===== config.mk =====
export PLATFORM = sky130hd
export DESIGN_NAME = seq_detect_param
export DESIGN_NICKNAME = d
export VERILOG_FILES = /design/src/rtl/seq_detect_param.sv
export SDC_FILE = /design/constraint.sdc
export NUM_CORES = 1
export LEC_CHECK = 0
export CORE_AREA = 5 5 55 57
export CTS_CLUSTER_DIAMETER = 40
export DETAILED_ROUTE_END_ITERATION = 6
export DIE_AREA = 0 0 60 62
export HOLD_SLACK_MARGIN = 0.06
export PLACE_DENSITY = 0.85
export RECOVER_POWER = 100
export SYNTH_ARGS = -nofsm -noshare
export SYNTH_HDL_FRONTEND = slang
export SYNTH_SLANG_ARGS = --single-unit

===== constraint.sdc =====
create_clock -name clk -period 3.05 [get_ports clk]
set_input_delay 0.61 -clock clk [delete_from_list [all_inputs] [get_ports clk]]
set_output_delay 0.61 -clock clk [all_outputs]
set_load 0.01 [all_outputs]

===== src/rtl/seq_detect_param.sv =====
// Parameterised serial pattern detector with a runtime-loadable pattern and length,
// a registered detection pulse, selectable overlap behaviour and a saturating hit counter.
module seq_detect_param #(
  parameter int               PAT_W   = 4,
  parameter int               CNT_W   = 8,
  parameter int               OVERLAP = 1,
  parameter logic [PAT_W-1:0] RST_PAT = 4'b0101,
  parameter int               RST_LEN = 3,
  localparam int              LEN_W   = $clog2(PAT_W + 1)
) (
  input  logic             clk,
  input  logic             rst_n,
  input  logic             seq_in,
  input  logic             seq_valid,
  input  logic             cfg_load,
  input  logic [PAT_W-1:0] cfg_pat,
  input  logic [LEN_W-1:0] cfg_len,
  input  logic             cnt_clr,
  output logic             det_o,
  output logic [CNT_W-1:0] det_count,
  output logic             cfg_err
);

  localparam logic [LEN_W-1:0] FULL    = LEN_W'(PAT_W);
  localparam logic             RST_ERR = (RST_LEN == 0) || (RST_LEN > PAT_W);

  logic [PAT_W-1:0] pat_q,  pat_d;
  logic [LEN_W-1:0] len_q,  len_d;
  logic             err_q,  err_d;
  logic [PAT_W-1:0] hist_q, hist_d;
  logic [LEN_W-1:0] fill_q, fill_d;
  logic             det_q,  det_d;
  logic [CNT_W-1:0] cnt_q,  cnt_d;

  logic [PAT_W-1:0] mask;
  logic [PAT_W-1:0] hist_shift;
  logic [LEN_W-1:0] fill_inc;
  logic             match;

  // NOTE: every signal assigned here gets a default first, so no path can infer a latch.
  always_comb begin
    mask = '0;
    for (int i = 0; i < PAT_W; i++) begin
      mask[i] = (LEN_W'(i) < len_q);
    end

    hist_shift = {hist_q[PAT_W-2:0], seq_in};
    fill_inc   = (fill_q == FULL) ? fill_q : fill_q + 1'b1;

    // A load in the same cycle discards the sample, so it can never complete a match.
    match = seq_valid && !cfg_load && !err_q && (fill_inc >= len_q) &&
            (((hist_shift ^ pat_q) & mask) == '0);

    pat_d  = pat_q;
    len_d  = len_q;
    err_d  = err_q;
    hist_d = hist_q;
    fill_d = fill_q;
    det_d  = match;
    cnt_d  = cnt_q;

    if (cfg_load) begin
      pat_d  = cfg_pat;
      len_d  = cfg_len;
      err_d  = (cfg_len == '0) || (cfg_len > FULL);
      hist_d = '0;
      fill_d = '0;
    end else if (seq_valid) begin
      hist_d = hist_shift;
      fill_d = (match && (OVERLAP == 0)) ? '0 : fill_inc;
    end

    if (cnt_clr) begin
      cnt_d = '0;
    end else if (match && (cnt_q != '1)) begin
      cnt_d = cnt_q + 1'b1;
    end
  end

  // NOTE: sequential state uses non-blocking assignments so all flops update together.
  always_ff @(posedge clk or negedge rst_n) begin
    if (!rst_n) begin
      pat_q  <= RST_PAT;
      len_q  <= LEN_W'(RST_LEN);
      err_q  <= RST_ERR;
      hist_q <= '0;
      fill_q <= '0;
      det_q  <= 1'b0;
      cnt_q  <= '0;
    end else begin
      pat_q  <= pat_d;
      len_q  <= len_d;
      err_q  <= err_d;
      hist_q <= hist_d;
      fill_q <= fill_d;
      det_q  <= det_d;
      cnt_q  <= cnt_d;
    end
  end

  assign det_o     = det_q;
  assign det_count = cnt_q;
  assign cfg_err   = err_q;

endmodule


==> metrics.md <==
| Metric | Value |
|---|---|
| Maximum number of pins on one net before global-route repair | 24 |
| Clk buf depth | 2 |
| Number of hold-repair buffers added at the cts stage | 0 |
| Origin of the critical flop-to-flop path | fill_q[0] |
| Post-Syn Instances | 119 |
| Minimum clock period after layout | 2490 ps |
| WHS Endpoint | pat_q[3] |
| Wire length of the first global-routing pass | 4410 um |
| Synth-to-layout area growth | 23.4% |
| Cell taking the most area after synthesis | sky130_fd_sc_hd__dfrtp_1 |
| Total of warnings raised by yosys | 0 |
| Initial antenna violation count | 0 |
| Period utilisation layout | 0.817 |
| Instance area after placement | 0.00146 mm^2 |
| Routed WL per cell | 14.2 um |
| Number of cells traversed by the worst hold path | 1 |
| Most frequent cell after synthesis | sky130_fd_sc_hd__dfrtp_1 |
| Die Footprint | 0.00372 mm^2 |
| CTS tree | done |
| Number of post-CTS setup repair buffers | 0 |
| Power density over cell area | 388 mW/mm^2 |
| Number of max-cap violations | 0 |
| GRT Util Overall | 0.156 |
| Num Clock Sinks | 23 |
| DR vias | 963 |
| HP Class | flip-flop to flip-flop |
| Largest cells by area after synthesis | sky130_fd_sc_hd__dfrtp_1 (40%), sky130_fd_sc_hd__dfstp_2 (8.8%), sky130_fd_sc_hd__ha_1 (6.3%), sky130_fd_sc_hd__mux2_2 (4.7%), sky130_fd_sc_hd__mux2i_1 (4.2%) |
| Total wirelength of the detailed-routed design | 2470 um |
| Number of enable-type register cells in the synthesized netlist | 0 |
| ANT cells | 0 |
| Global route total overflow | 0 |
| Actual slew at the worst max-slew pin | 1260 ps |
| CTS HTree Levels | 1 |
| Register bit total from synthesis | 23 |
| Die height | 62 um |
| Setup skew after layout | 13.7 ps |
| Synthesized area per cell | 10.1 um^2 |
| Total setup violations reported at the end of the flow | 0 |
| Root buffer cell | sky130_fd_sc_hd__clkbuf_4 |
| DR DRC count | 0 |
| Rows | 18 |
| Capture point of the worst reg-to-reg path | det_count[4] |
| Effective utilization at floorplan | 0.493 |
| Weighted congestion at the end of routability-driven global placement | 0.799 |
| TritonCTS Buffers | 3 |
| RSZ-0062 raised after global routing | false |
| Net Count, Synth | 138 |
| Netlist area before placement | 0.00120 mm^2 |
| Placeable Area | 0.00243 mm^2 |
| Source-to-sink clock delay at the later pin of the worst-skew pair | 320 ps |
| Top cells by instance count after synthesis | sky130_fd_sc_hd__dfrtp_1 (19), sky130_fd_sc_hd__nor2_1 (12), sky130_fd_sc_hd__nand2_1 (9) |
| Launching element type of the critical path | flip-flop |
| Slew headroom | 0.163 |
| Worst reg2reg path depth | 11 |
| Worst setup path class | flip-flop to flip-flop |
| Via count normalized by instance count | 5.53 |
| Ratio of cells with drive above 1 in the final layout | 0.111 |
| Maximum resistive drop on vdd | 0.000238 V |
| Worst reg2reg setup slack | 560 ps |
| Post-Route Setup TNS | 0 ps |
| Placed wire-length estimate | 1850 um |
| Port Buf Inserts | 22 |
| Count of final hold-check violations | 0 |
| Post-layout nets | 164 |
| Initial DRC Count | 19 |
| Req. time, crit path | 3300 ps |
| Proportion of netlist area held by the largest area contributor | 0.397 |
| Fraction of registers with async set/reset | 1.00 |
| Crit. End Element | flip-flop |
| Detailed-routing iteration count for the pre-antenna-repair pass | 4 |
| Synth Flop Type | sky130_fd_sc_hd__dfrtp_1 |
| Via count of the first global-routing pass | 1003 |
| Die X | 60 um |
| Total leakage power | 0.000679 uW |
| Arrival time of data at the critical path endpoint | 2740 ps |
| Final Instance Area | 0.00148 mm^2 |
| Unique cell type count in the Yosys netlist | 31 |
| Max-slew violation count | 0 |
| Outcome | finished, final reports clean |
| PostCTS Resize Cnt | 0 |
| F_max | 0.401 GHz |
| Highest fanout seen on the critical path | 7 |
| Hold_sp | pat_q[3] |
| Number of routed nets with antenna violations | 0 |
| Top Ports | 23 |
| Clock Pin Slew Worst Setup and Hold Paths | 130 ps |
| Share of synthesized area occupied by flip-flops and latches | 0.484 |
-- worst max-delay path: stages (launching register included) --
cell and delay (ps):
sky130_fd_sc_hd__dfrtp_1 420, sky130_fd_sc_hd__inv_1 90, sky130_fd_sc_hd__ha_1 210, sky130_fd_sc_hd__nor2_1 110, sky130_fd_sc_hd__nor2_1 70, sky130_fd_sc_hd__ha_1 290, sky130_fd_sc_hd__nand2_1 50, sky130_fd_sc_hd__o21ai_0 190
sky130_fd_sc_hd__nand4_1 230, sky130_fd_sc_hd__clkbuf_1 240, sky130_fd_sc_hd__or3_1 370, sky130_fd_sc_hd__a21oi_1 150
-- cell families (layout without fill, tap and decap cells) --
| logic type | Yosys count | count (layout) | share of synthesized area |
|---|---|---|---|
| compound gates | 20 | 20 | 0.0971 |
| xor+xnor | 8 | 8 | 0.0585 |
| fa+ha+maj | 6 | 6 | 0.0626 |
| buf+inv | 12 | 37 | 0.0418 |
| flops | 23 | 23 | 0.484 |
| mux | 10 | 10 | 0.0887 |
| simple gates | 40 | 40 | 0.167 |
-- area by class of cell --
type / count / area [um^2]
clock buffers: 3 / 22.5
repair buffers: 26 / 239
clock inverters: 1 / 5.00
multi-input cells: 84 / 568
fillers: 214 / 953
inverters: 7 / 26.3
flip-flops and latches: 23 / 581
well taps: 30 / 37.5
-- metal layers --
layer,GRT usage,up-vias,share of wire
li1,-,466,-
met1,0.195,472,0.46
met2,0.275,22,0.50
met3,0.0269,3,0.034
met4,0.0475,0,0.010
met5,0,-,0
-- power breakdown --
part	total [uW]	internal, uW	switching [uW]	leakage, uW
Sequential	339	324	14.7	0.000296
Clock	142	49.1	92.5	0.0000177
Combinational	93.5	48.7	44.8	0.000365
-- stage by stage --
step / total power, uW / util / instances / hold WS, ps / worst slack (ps)
2_1_floorplan: 398 / - / 119 / 314 / 915
3_3_place_gp: 436 / 0.601 / 170 / 513 / 388
3_5_place_dp: 442 / 0.601 / 170 / 519 / 311
4_1_cts: 583 / 0.613 / 174 / 550 / 544
5_1_grt: 607 / 0.608 / 174 / 581 / 286
6_report: 574 / 0.608 / 174 / 545 / 557
-- how the worst max path moves through the flow --
stage / endpoint / from / depth (start not counted)
2_1_floorplan: det_count[4] / fill_q[0] / 11
3_3_place_gp: det_count[4] / seq_in / 7
3_5_place_dp: det_count[4] / seq_in / 7
4_1_cts: det_count[4] / fill_q[0] / 11
5_1_grt: det_count[4] / fill_q[0] / 11
6_report: det_count[4] / fill_q[0] / 11
-- state kept, by name, summed over array words and instances, names as in the netlist --
name	flops
cfg_err	1
det_count	8
det_o	1
fill_q	3
hist_q	3
len_q	3
pat_q	4
-- layout by cell type, fill, tap and decap left out, types with 2 or more instances in the layout --
master / synthesis / layout
sky130_fd_sc_hd__dfrtp_1: 19 / 19
sky130_fd_sc_hd__nor2_1: 12 / 12
sky130_fd_sc_hd__dlygate4sd3_1: 0 / 12
sky130_fd_sc_hd__clkdlybuf4s50_1: 0 / 10
sky130_fd_sc_hd__nand2_1: 9 / 9
sky130_fd_sc_hd__a21oi_1: 8 / 8
sky130_fd_sc_hd__inv_1: 7 / 7
sky130_fd_sc_hd__o21ai_0: 7 / 7
sky130_fd_sc_hd__ha_1: 6 / 6
sky130_fd_sc_hd__xor2_1: 5 / 5
sky130_fd_sc_hd__or3_1: 5 / 5
sky130_fd_sc_hd__mux2i_1: 5 / 5
sky130_fd_sc_hd__mux2_2: 5 / 5
sky130_fd_sc_hd__dfstp_2: 4 / 4
sky130_fd_sc_hd__xnor2_1: 3 / 3
sky130_fd_sc_hd__nand4_1: 3 / 3
sky130_fd_sc_hd__nand3_1: 3 / 3
sky130_fd_sc_hd__clkbuf_4: 0 / 3
sky130_fd_sc_hd__clkbuf_1: 2 / 3
sky130_fd_sc_hd__and4_1: 2 / 2
No activity file was read; power rests on OpenSTA's default activity.
